--- src/rtl/fifo_ctrl_pkg.sv ---
// Shared types and constants for the key-XOR FIFO access controller.
// Requester indices double as bit positions in the arbiter grant vector.
package fifo_ctrl_pkg;

    localparam int DATA_W_DEF = 32;
    localparam int DEPTH_DEF  = 48;
    localparam int CNT_W_DEF  = 6;

    localparam int REQ_WR0 = 0;
    localparam int REQ_WR1 = 1;
    localparam int REQ_RD  = 2;

    typedef enum logic [1:0] {
        FLUSH,
        RUN,
        KEY_DRAIN
    } state_t;

endpackage

--- src/rtl/rr_arbiter3.sv ---
// Three-way round-robin arbiter with a registered priority pointer.
// The pointer moves to the requester just after the one granted.
module rr_arbiter3 (
    input  logic       clk,
    input  logic       reset,
    input  logic [2:0] req,
    output logic [2:0] grant
);

    logic [1:0] ptr;

    always_comb begin
        grant = 3'b000;
        case (ptr)
            2'd1:
                grant = req[1] ? 3'b010 :
                        req[2] ? 3'b100 :
                        req[0] ? 3'b001 : 3'b000;
            2'd2:
                grant = req[2] ? 3'b100 :
                        req[0] ? 3'b001 :
                        req[1] ? 3'b010 : 3'b000;
            default:
                grant = req[0] ? 3'b001 :
                        req[1] ? 3'b010 :
                        req[2] ? 3'b100 : 3'b000;
        endcase
    end

    always_ff @(posedge clk or posedge reset) begin
        if (reset) begin
            ptr <= 2'd0;
        end else if (grant[0]) begin
            ptr <= 2'd1;
        end else if (grant[1]) begin
            ptr <= 2'd2;
        end else if (grant[2]) begin
            ptr <= 2'd0;
        end
    end

endmodule

--- src/rtl/fifo_access_ctrl.sv ---
// Arbitrated command front-end for the key-XOR FIFO: shadow occupancy,
// post-reset flush and drain-before-swap cipher key sequencing.
module fifo_access_ctrl
    import fifo_ctrl_pkg::*;
#(
    parameter int                DATA_W    = DATA_W_DEF,
    parameter int                DEPTH     = DEPTH_DEF,
    parameter int                CNT_W     = CNT_W_DEF,
    parameter logic [DATA_W-1:0] KEY_RESET = '0
) (
    input  logic              clk,
    input  logic              reset,
    input  logic              wr0_valid,
    input  logic [DATA_W-1:0] wr0_data,
    output logic              wr0_ready,
    input  logic              wr1_valid,
    input  logic [DATA_W-1:0] wr1_data,
    output logic              wr1_ready,
    input  logic              rd_req,
    output logic              rd_valid,
    output logic [DATA_W-1:0] rd_data,
    input  logic              key_load,
    input  logic [DATA_W-1:0] key_in,
    output logic              key_busy,
    output logic              fifo_cen,
    output logic              fifo_reset,
    output logic              fifo_rw,
    output logic [DATA_W-1:0] fifo_data_in,
    output logic [DATA_W-1:0] fifo_key,
    input  logic [DATA_W-1:0] fifo_data_out,
    input  logic              fifo_empty,
    input  logic              fifo_full,
    input  logic              fifo_last,
    output logic [CNT_W-1:0]  occ,
    output logic              sync_err
);

    state_t            state;
    state_t            state_nxt;
    logic [2:0]        req;
    logic [2:0]        grant;
    logic              wr_ok;
    logic              rd_ok;
    logic              wr_grant;
    logic              swap;
    logic              mismatch;
    logic              rd_pend;
    logic [DATA_W-1:0] key_pend;
    logic              unused_last;

    assign unused_last = fifo_last;

    assign wr_ok = (state == RUN) && (occ < CNT_W'(DEPTH));
    assign rd_ok = (state != FLUSH) && (occ != '0);

    assign req[REQ_WR0] = wr0_valid && wr_ok;
    assign req[REQ_WR1] = wr1_valid && wr_ok;
    assign req[REQ_RD]  = rd_req && rd_ok;

    rr_arbiter3 u_arb (
        .clk   (clk),
        .reset (reset),
        .req   (req),
        .grant (grant)
    );

    assign wr0_ready = grant[REQ_WR0];
    assign wr1_ready = grant[REQ_WR1];
    assign wr_grant  = grant[REQ_WR0] | grant[REQ_WR1];
    assign rd_data   = fifo_data_out;

    // Status is only trustworthy once the last registered command has executed.
    assign mismatch = (fifo_empty != (occ == '0)) ||
                      (fifo_full != (occ == CNT_W'(DEPTH)));

    always_comb begin
        state_nxt = state;
        case (state)
            FLUSH:
                state_nxt = RUN;
            RUN:
                if (key_load) state_nxt = KEY_DRAIN;
            KEY_DRAIN:
                if (!key_load && occ == '0 && !fifo_cen) state_nxt = RUN;
            default:
                state_nxt = FLUSH;
        endcase
    end

    assign swap = (state == KEY_DRAIN) && (state_nxt == RUN);

    always_ff @(posedge clk or posedge reset) begin
        if (reset) begin
            state        <= FLUSH;
            fifo_cen     <= 1'b1;
            fifo_reset   <= 1'b1;
            fifo_rw      <= 1'b0;
            fifo_data_in <= '0;
            fifo_key     <= KEY_RESET;
            key_pend     <= KEY_RESET;
            key_busy     <= 1'b0;
            occ          <= '0;
            rd_pend      <= 1'b0;
            rd_valid     <= 1'b0;
            sync_err     <= 1'b0;
        end else begin
            state      <= state_nxt;
            fifo_reset <= 1'b0;
            fifo_cen   <= |grant;
            fifo_rw    <= wr_grant;
            if (grant[REQ_WR0]) begin
                fifo_data_in <= wr0_data;
            end else if (grant[REQ_WR1]) begin
                fifo_data_in <= wr1_data;
            end
            if (wr_grant) begin
                occ <= occ + CNT_W'(1);
            end else if (grant[REQ_RD]) begin
                occ <= occ - CNT_W'(1);
            end
            rd_pend  <= grant[REQ_RD];
            rd_valid <= rd_pend;
            if (key_load && state != FLUSH) begin
                key_pend <= key_in;
                key_busy <= 1'b1;
            end else if (swap) begin
                fifo_key <= key_pend;
                key_busy <= 1'b0;
            end
            if (state != FLUSH && !fifo_cen && mismatch) begin
                sync_err <= 1'b1;
            end
        end
    end

endmodule

--- config.mk ---
export PLATFORM = sky130hd
export DESIGN_NAME = fifo_access_ctrl
export DESIGN_NICKNAME = d
export VERILOG_FILES = /design/src/rtl/fifo_ctrl_pkg.sv /design/src/rtl/rr_arbiter3.sv /design/src/rtl/fifo_access_ctrl.sv
export SDC_FILE = /design/constraint.sdc
export NUM_CORES = 1
export LEC_CHECK = 0
export ABC_AREA = 1
export ABC_CLOCK_PERIOD_IN_PS = 3650
export BUFFER_PORTS_ARGS = -buffer_cell sky130_fd_sc_hd__buf_2
export CAP_MARGIN = 30
export CORE_MARGIN = 5
export CORE_UTILIZATION = 42
export DETAILED_ROUTE_END_ITERATION = 16
export PLACE_DENSITY = 0.77
export SLEW_MARGIN = 20
export SYNTH_ARGS = -nofsm -noshare
export SYNTH_HDL_FRONTEND = slang
export SYNTH_SLANG_ARGS = --single-unit
--- constraint.sdc ---
create_clock -name clk -period 3.65 [get_ports clk]
set_clock_uncertainty 0.1 [all_clocks]
set_input_delay 0.365 -clock clk [delete_from_list [all_inputs] [get_ports clk]]
set_output_delay 0.365 -clock clk [all_outputs]
set_load 0.005 [all_outputs]
; After elaboration in Yosys (flattened, before gate mapping)
; Cells that the tools add are included.
[classes]
n_addsub = 2
eq_ne = 8
mux = 22
n_reduce_logical = 24
n_bitwise = 2
magnitude_cmp = 1
[op_table]
columns = operator, count
row1 = $mux W32, 2
row2 = $mux W3, 7
row3 = $mux W2, 6
row4 = $mux W6, 2
row5 = $logic_and A1 B1 Y1, 11
row6 = $reduce_bool A2 Y1, 4
row7 = $add A6 B1 Y6 const B, 1
row8 = $eq A2 B1 Y1 const B, 3
row9 = $eq A6 B6 Y1 const B, 1
row10 = $logic_not A6 Y1, 1
row11 = $lt A6 B6 Y1 const B, 1
row12 = $pmux W2 S3, 1
row13 = $pmux W3 S2, 1
row14 = $reduce_bool A6 Y1, 1
row15 = $sub A6 B1 Y6 const B, 1
row16 = $eq A2 B2 Y1 const B, 2
row17 = $mux W1, 3
row18 = $reduce_bool A3 Y1, 1
row19 = $reduce_or A3 Y1, 1
row20 = $logic_not A1 Y1, 2
row21 = $logic_not A2 Y1, 1
row22 = $ne A1 B1 Y1, 2
row23 = $reduce_and A2 Y1, 1
row24 = $logic_or A1 B1 Y1, 1
row25 = 2 further kinds, 2
[totals]
out_inout_bits = 110
inputBits = 137
register_bits = 113

; Longest topological paths before layout
[depth]
ltp_word = 10
mapped_depth = 21

; By module
; Synthesis repeated with hierarchy kept, for this count alone.
[hier_totals]
cells_unflattened = 582
area_unflattened_um2 = 5367.6
[by_module_without_submodules]
columns = mod, area_each_um2, n_inst, cells_each
row1 = fifo_access_ctrl, 5166.2, 1, 552
row2 = rr_arbiter3, 201.4, 1, 30

; Least setup slack after synthesis
; Ideal clock, no wire load.
[synth_timing]
path_kind = register -> register
start = register u_arb.ptr[0]
end = register occ[4]
stages_incl_launch_ff = 21
path_buffers = 0
t_arrival_ps = 2050
slack_ps = 1384
period_less_slack_ps = 2266
cell_sequence = dfrtp_1 -> inv_1 -> ha_1 -> or2_2 -> nand2_1 -> inv_1 -> nand2_2 -> nand2_4 -> nand2_8 -> nand3_2 -> nand2_1 -> inv_1 -> ha_1 -> inv_1 -> nand2_1 -> nand3_1 -> nand2_1 -> nand2_1 -> nand2_1 -> nand2_1 -> nand2_1
[synth_between]
elab_chain_len = 4
elab_cells_between_ends = 6
[synth_rtl]
columns = item, line
row1 = from (decl), rr_arbiter3.sv:10  ; logic [1:0] ptr;
row2 = from (signal assigned), rr_arbiter3.sv:32  ; ptr <= 2'd0;
row3 = from (signal assigned), rr_arbiter3.sv:34  ; ptr <= 2'd1;
row4 = from (signal assigned), rr_arbiter3.sv:36  ; ptr <= 2'd2;
row5 = $eq A2 B2 Y1 or $eq A2 B1 Y1 (tied branches), rr_arbiter3.sv:14  ; case (ptr)
row6 = $pmux W3 S2 (*), rr_arbiter3.sv:14
row7 = $or A1 B1 Y1, fifo_access_ctrl.sv:69  ; assign wr_grant = grant[REQ_WR0] | grant[REQ_WR1];
row8 = $mux W6 or $reduce_bool A2 Y1 (tied branches), --
row9 = to (signal assigned), fifo_access_ctrl.sv:117  ; occ <= occ + CNT_W'(1);
row10 = to (signal assigned), fifo_access_ctrl.sv:119  ; occ <= occ - CNT_W'(1);
row11 = to (decl), fifo_access_ctrl.sv:34  ; output logic [CNT_W-1:0] occ,
; Every way passes the cells marked *; elsewhere a longest branch is shown, timed or not.
; A chain may end at the register's enable or synchronous reset.

; Final worst setup path
[layout_timing]
start = register u_arb.ptr[0]
end = output port wr0_ready
[layout_between]
elab_chain_len = 2
elab_cells_between_ends = 3
[layout_rtl]
columns = item, line
row1 = $eq A2 B2 Y1 or $eq A2 B1 Y1 (tied branches), rr_arbiter3.sv:14
row2 = $pmux W3 S2 (*), rr_arbiter3.sv:14
row3 = to (decl), fifo_access_ctrl.sv:15  ; output logic wr0_ready,
; Marks and branches as above.

==> flow_summary.html <==
<table>
<tr><th>Metric</th><th>Value</th></tr>
<tr><th colspan="2">Synth</th></tr>
<tr><td>Post-synth top area cell</td><td>dfrtp_1</td></tr>
<tr><td>Synth Net Count</td><td>721</td></tr>
<tr><td>Share of the synthesized area in the top cell type</td><td>54.0%</td></tr>
<tr><td>YS warnings</td><td>0</td></tr>
<tr><td>Number of cells produced by synthesis</td><td>581</td></tr>
<tr><td>Proportion of synthesized chip area in sequential cells</td><td>55.0%</td></tr>
<tr><td>Synth area leaders</td><td>dfrtp_1, nand2_1, o21ai_0</td></tr>
<tr><td>Cell area after technology mapping</td><td>0.00515 mm2</td></tr>
<tr><td>Synth cell types</td><td>34</td></tr>
<tr><td>Number of register bits inferred by synthesis</td><td>113</td></tr>
<tr><td>Avg Inst Size Synth</td><td>8.86 um2</td></tr>
<tr><th colspan="2">Clock network</th></tr>
<tr><td>CTS root buffer</td><td>clkbuf_16</td></tr>
<tr><td>Total of hold buffers inserted after clock tree synthesis</td><td>0</td></tr>
<tr><td>Post-CTS sizing</td><td>0</td></tr>
<tr><td>TritonCTS clock tree</td><td>built</td></tr>
<tr><td>Latest clock arrival within the worst-skew pair</td><td>410 ps</td></tr>
<tr><td>CTS sink cnt</td><td>roughly 110</td></tr>
<tr><td>Reg clk slew, reported paths</td><td>roughly 50 ps</td></tr>
<tr><td>CTS H-tree depth</td><td>4</td></tr>
<tr><td>Max Buffers Root-to-Sink</td><td>2</td></tr>
<tr><td># Post-CTS Setup Buffers</td><td>0</td></tr>
<tr><td>Total clock buffers created by CTS</td><td>17</td></tr>
<tr><th colspan="2">Setup path</th></tr>
<tr><td>Reg2reg start</td><td>u_arb.ptr[0]</td></tr>
<tr><td>Slack of the worst reg-to-reg path</td><td>900 ps</td></tr>
<tr><td>Kind of critical path</td><td>reg2out</td></tr>
<tr><td>Capturing element type of the critical path</td><td>output pin</td></tr>
<tr><td>Register-to-Register Path Depth</td><td>18</td></tr>
<tr><td>WP data required</td><td>approximately 3200 ps</td></tr>
<tr><td>Maximum fanout along the worst path</td><td>39</td></tr>
<tr><td>Startpoint kind of the worst setup timing path</td><td>register</td></tr>
<tr><td>R2R Path End</td><td>occ[4]</td></tr>
<tr><td>Worst EP arrival</td><td>2420 ps</td></tr>
<tr><th colspan="2">Layout</th></tr>
<tr><td>Layout Area Growth over Synthesis</td><td>27.1%</td></tr>
<tr><td>Number of standard cells in the final layout excluding fillers</td><td>887</td></tr>
<tr><td>Final layout net count</td><td>866</td></tr>
<tr><td>Area of all placed cells without fillers</td><td>0.00654 mm2</td></tr>
<tr><td>Fraction of final layout cells sized beyond drive strength 1</td><td>34.1%</td></tr>
<tr><th colspan="2">STA</th></tr>
<tr><td>Actual slew at the worst max-slew pin</td><td>836 ps</td></tr>
<tr><td>Achievable Freq</td><td>347 MHz</td></tr>
<tr><td>Setup repair after global routing missed its margin</td><td>false</td></tr>
<tr><td>Final clock period utilization by the worst path</td><td>between 70% and 80%</td></tr>
<tr><td>Final setup violation count</td><td>0</td></tr>
<tr><td>Worst max-slew margin expressed relative to the limit</td><td>44.1%</td></tr>
<tr><td>Setup TNS Final</td><td>0 ps</td></tr>
<tr><td>Hold violation total from the final report</td><td>0</td></tr>
<tr><td>Post-route minimum period</td><td>2880 ps</td></tr>
<tr><td>Post-Route Hold Slack</td><td>roughly 12 ps</td></tr>
<tr><td>Final Max Tran Viols</td><td>0</td></tr>
<tr><th colspan="2">Min path</th></tr>
<tr><td>Hold Path Class</td><td>in2async</td></tr>
<tr><th colspan="2">Floorplanning</th></tr>
<tr><td>Number of standard-cell rows in the floorplan</td><td>40</td></tr>
<tr><td>Area of the die</td><td>0.0146 mm2</td></tr>
<tr><td>Core Region</td><td>roughly 0.012 mm2</td></tr>
<tr><td>DIE WIDTH</td><td>121 um</td></tr>
<tr><td>Starting density of the core</td><td>42.8%</td></tr>
<tr><td># IOs</td><td>247</td></tr>
<tr><td>Floorplan die height</td><td>121 um</td></tr>
<tr><th colspan="2">Placed design</th></tr>
<tr><td>HPWL Detailed</td><td>8.96 mm</td></tr>
<tr><td>IO buf count</td><td>181</td></tr>
<tr><td>Placed Cells</td><td>854</td></tr>
<tr><td>Final Wtd Congestion</td><td>0.812</td></tr>
<tr><td>Area after DPL</td><td>0.00592 mm2</td></tr>
<tr><th colspan="2">Pwr</th></tr>
<tr><td>Leakage power</td><td>3.36 nW</td></tr>
<tr><td>Worst supply voltage drop on vdd</td><td>520 uV</td></tr>
<tr><td>Power per cell area</td><td>approximately 950 mW/mm2</td></tr>
<tr><th colspan="2">Routing</th></tr>
<tr><td>Drt drc</td><td>0</td></tr>
<tr><td>DRT Wirelength</td><td>~13 mm</td></tr>
<tr><td>Number of detailed-routing iterations run before antenna repair</td><td>5</td></tr>
<tr><td>Total vias in the final route</td><td>4,190</td></tr>
<tr><td>Detailed-route vias per instance</td><td>around 4.7</td></tr>
<tr><td>Antenna Violating Nets Remaining</td><td>0</td></tr>
<tr><td>Average detailed-routed wire length per instance</td><td>14.2 um</td></tr>
<tr><td>First-iteration detailed-routing DRC count</td><td>348</td></tr>
<tr><th colspan="2">Global routing</th></tr>
<tr><td>Antenna violations before repair</td><td>0</td></tr>
<tr><td>Global-route wire length before repair</td><td>19.9 mm</td></tr>
<tr><td>Via count of the first global-routing pass</td><td>4,051</td></tr>
<tr><td>Congestion Overflow GR</td><td>0</td></tr>
<tr><td>Maximum number of pins on one net before global-route repair</td><td>between 60 and 70</td></tr>
<tr><td>Total GRT Usage</td><td>17.4%</td></tr>
<tr><th colspan="2">Run status</th></tr>
<tr><td>Status</td><td>completed</td></tr>
<tr><th colspan="2">Job</th></tr>
<tr><td>Max cap viols</td><td>0</td></tr>
</table>
## critical path, stage by stage (launching register included)
cell and delay [ps]:
dfrtp_1 340, inv_1 60, ha_1 320, or2_2 300
inv_1 100, nand2_4 70, nand3_4 350, inv_2 260
buf_2 200
## stage by stage
step / setup WS, ps / util, % / total power, W
2_1_floorplan: 201 / - / 0.00375
3_3_place_gp: 935 / 49.3 / 0.00445
3_5_place_dp: 868 / 49.3 / 0.00453
4_1_cts: 684 / 54.4 / 0.00627
5_1_grt: 572 / 54.4 / 0.00669
6_report: 765 / 54.5 / 0.00619
## power breakdown
group	internal, W	switching (W)	leakage, nW
Sequential	0.00187	0.000315	1.33
Combinational	0.000923	0.00138	1.74
Clock	0.00114	0.000558	0.299
Total	0.00394	0.00225	3.36
## flip-flops by register name, summed over array words and instances, names as in the netlist
register,count
fifo_data_in,32
fifo_key,32
key_pend,32
occ,6
state,2
u_arb.ptr,2
fifo_cen,1
fifo_reset,1
fifo_rw,1
key_busy,1
rd_pend,1
rd_valid,1
sync_err,1
## how the worst max path moves through the flow
stage	start	end	slack, ps	cells after the start
floorplan	reset	fifo_data_in[0]	200	1
global placement	state[0]	occ[4]	940	17
detailed placement	u_arb.ptr[0]	occ[4]	870	18
CTS	u_arb.ptr[0]	wr0_ready	680	8
global route	state[0]	wr0_ready	570	6
finish	u_arb.ptr[0]	wr0_ready	770	8
## cells by family after synthesis
family / count (synthesis) / share of synthesized area [%]
flops: 113 / 55.0
simple gates: 228 / 20.1
other cells: 1 / 0.0729
fa+ha+maj: 3 / 0.729
compound gates: 111 / 11.7
buf+inv: 121 / 11.7
xor+xnor: 4 / 0.681
## Yosys cell counts (all sizes together)
cell type and instances:
buf 45, clkbuf 15, nor3 1, nand4 2, dfstp 2, or2 2, o41ai 1, nand3 13
ha 3, xnor2 1, dfrtp 111, nand2 164, clkinv 1, inv 60, a21oi 1, a31oi 32
nand3b 1, o22ai 2, o21ai 74, a211oi 1, xor2 3, nor2 45, conb 1
## cell type report
type | count | area [um2]
fill | 1096 | 5470
sequential | 113 | 2830
multi-input combinational | 347 | 1720
timing repair buffer | 186 | 956
clock buffer | 23 | 488
inverter | 61 | 231
tap | 147 | 184
clock inverter | 9 | 129
antenna | 1 | 2.50
## layout by cell type (no fill, tap or decap), types with 3 or more instances in the layout
master and count:
ha_1 3, bufinv_16 3, nor2_1 38, nor2_2 4, nor2_4 3, nand2_2 7, clkbuf_16 17, inv_1 55
nand2_4 3, nand2_1 152, nand3_1 5, clkinv_2 3, clkbuf_8 4, buf_2 181, a31oi_1 32, buf_4 4
nand3_2 7, dfrtp_1 111, o21ai_0 74, xor2_1 3, inv_2 4
## layer usage
metal	vias up	global-route usage, %	share of wire, %
met5	-	0	0
met4	0	7.29	2.9
met3	32	7.34	9.2
met2	164	27.2	46
met1	1883	21.1	42
li1	2111	-	-
No activity file was read; power rests on OpenSTA's default activity.
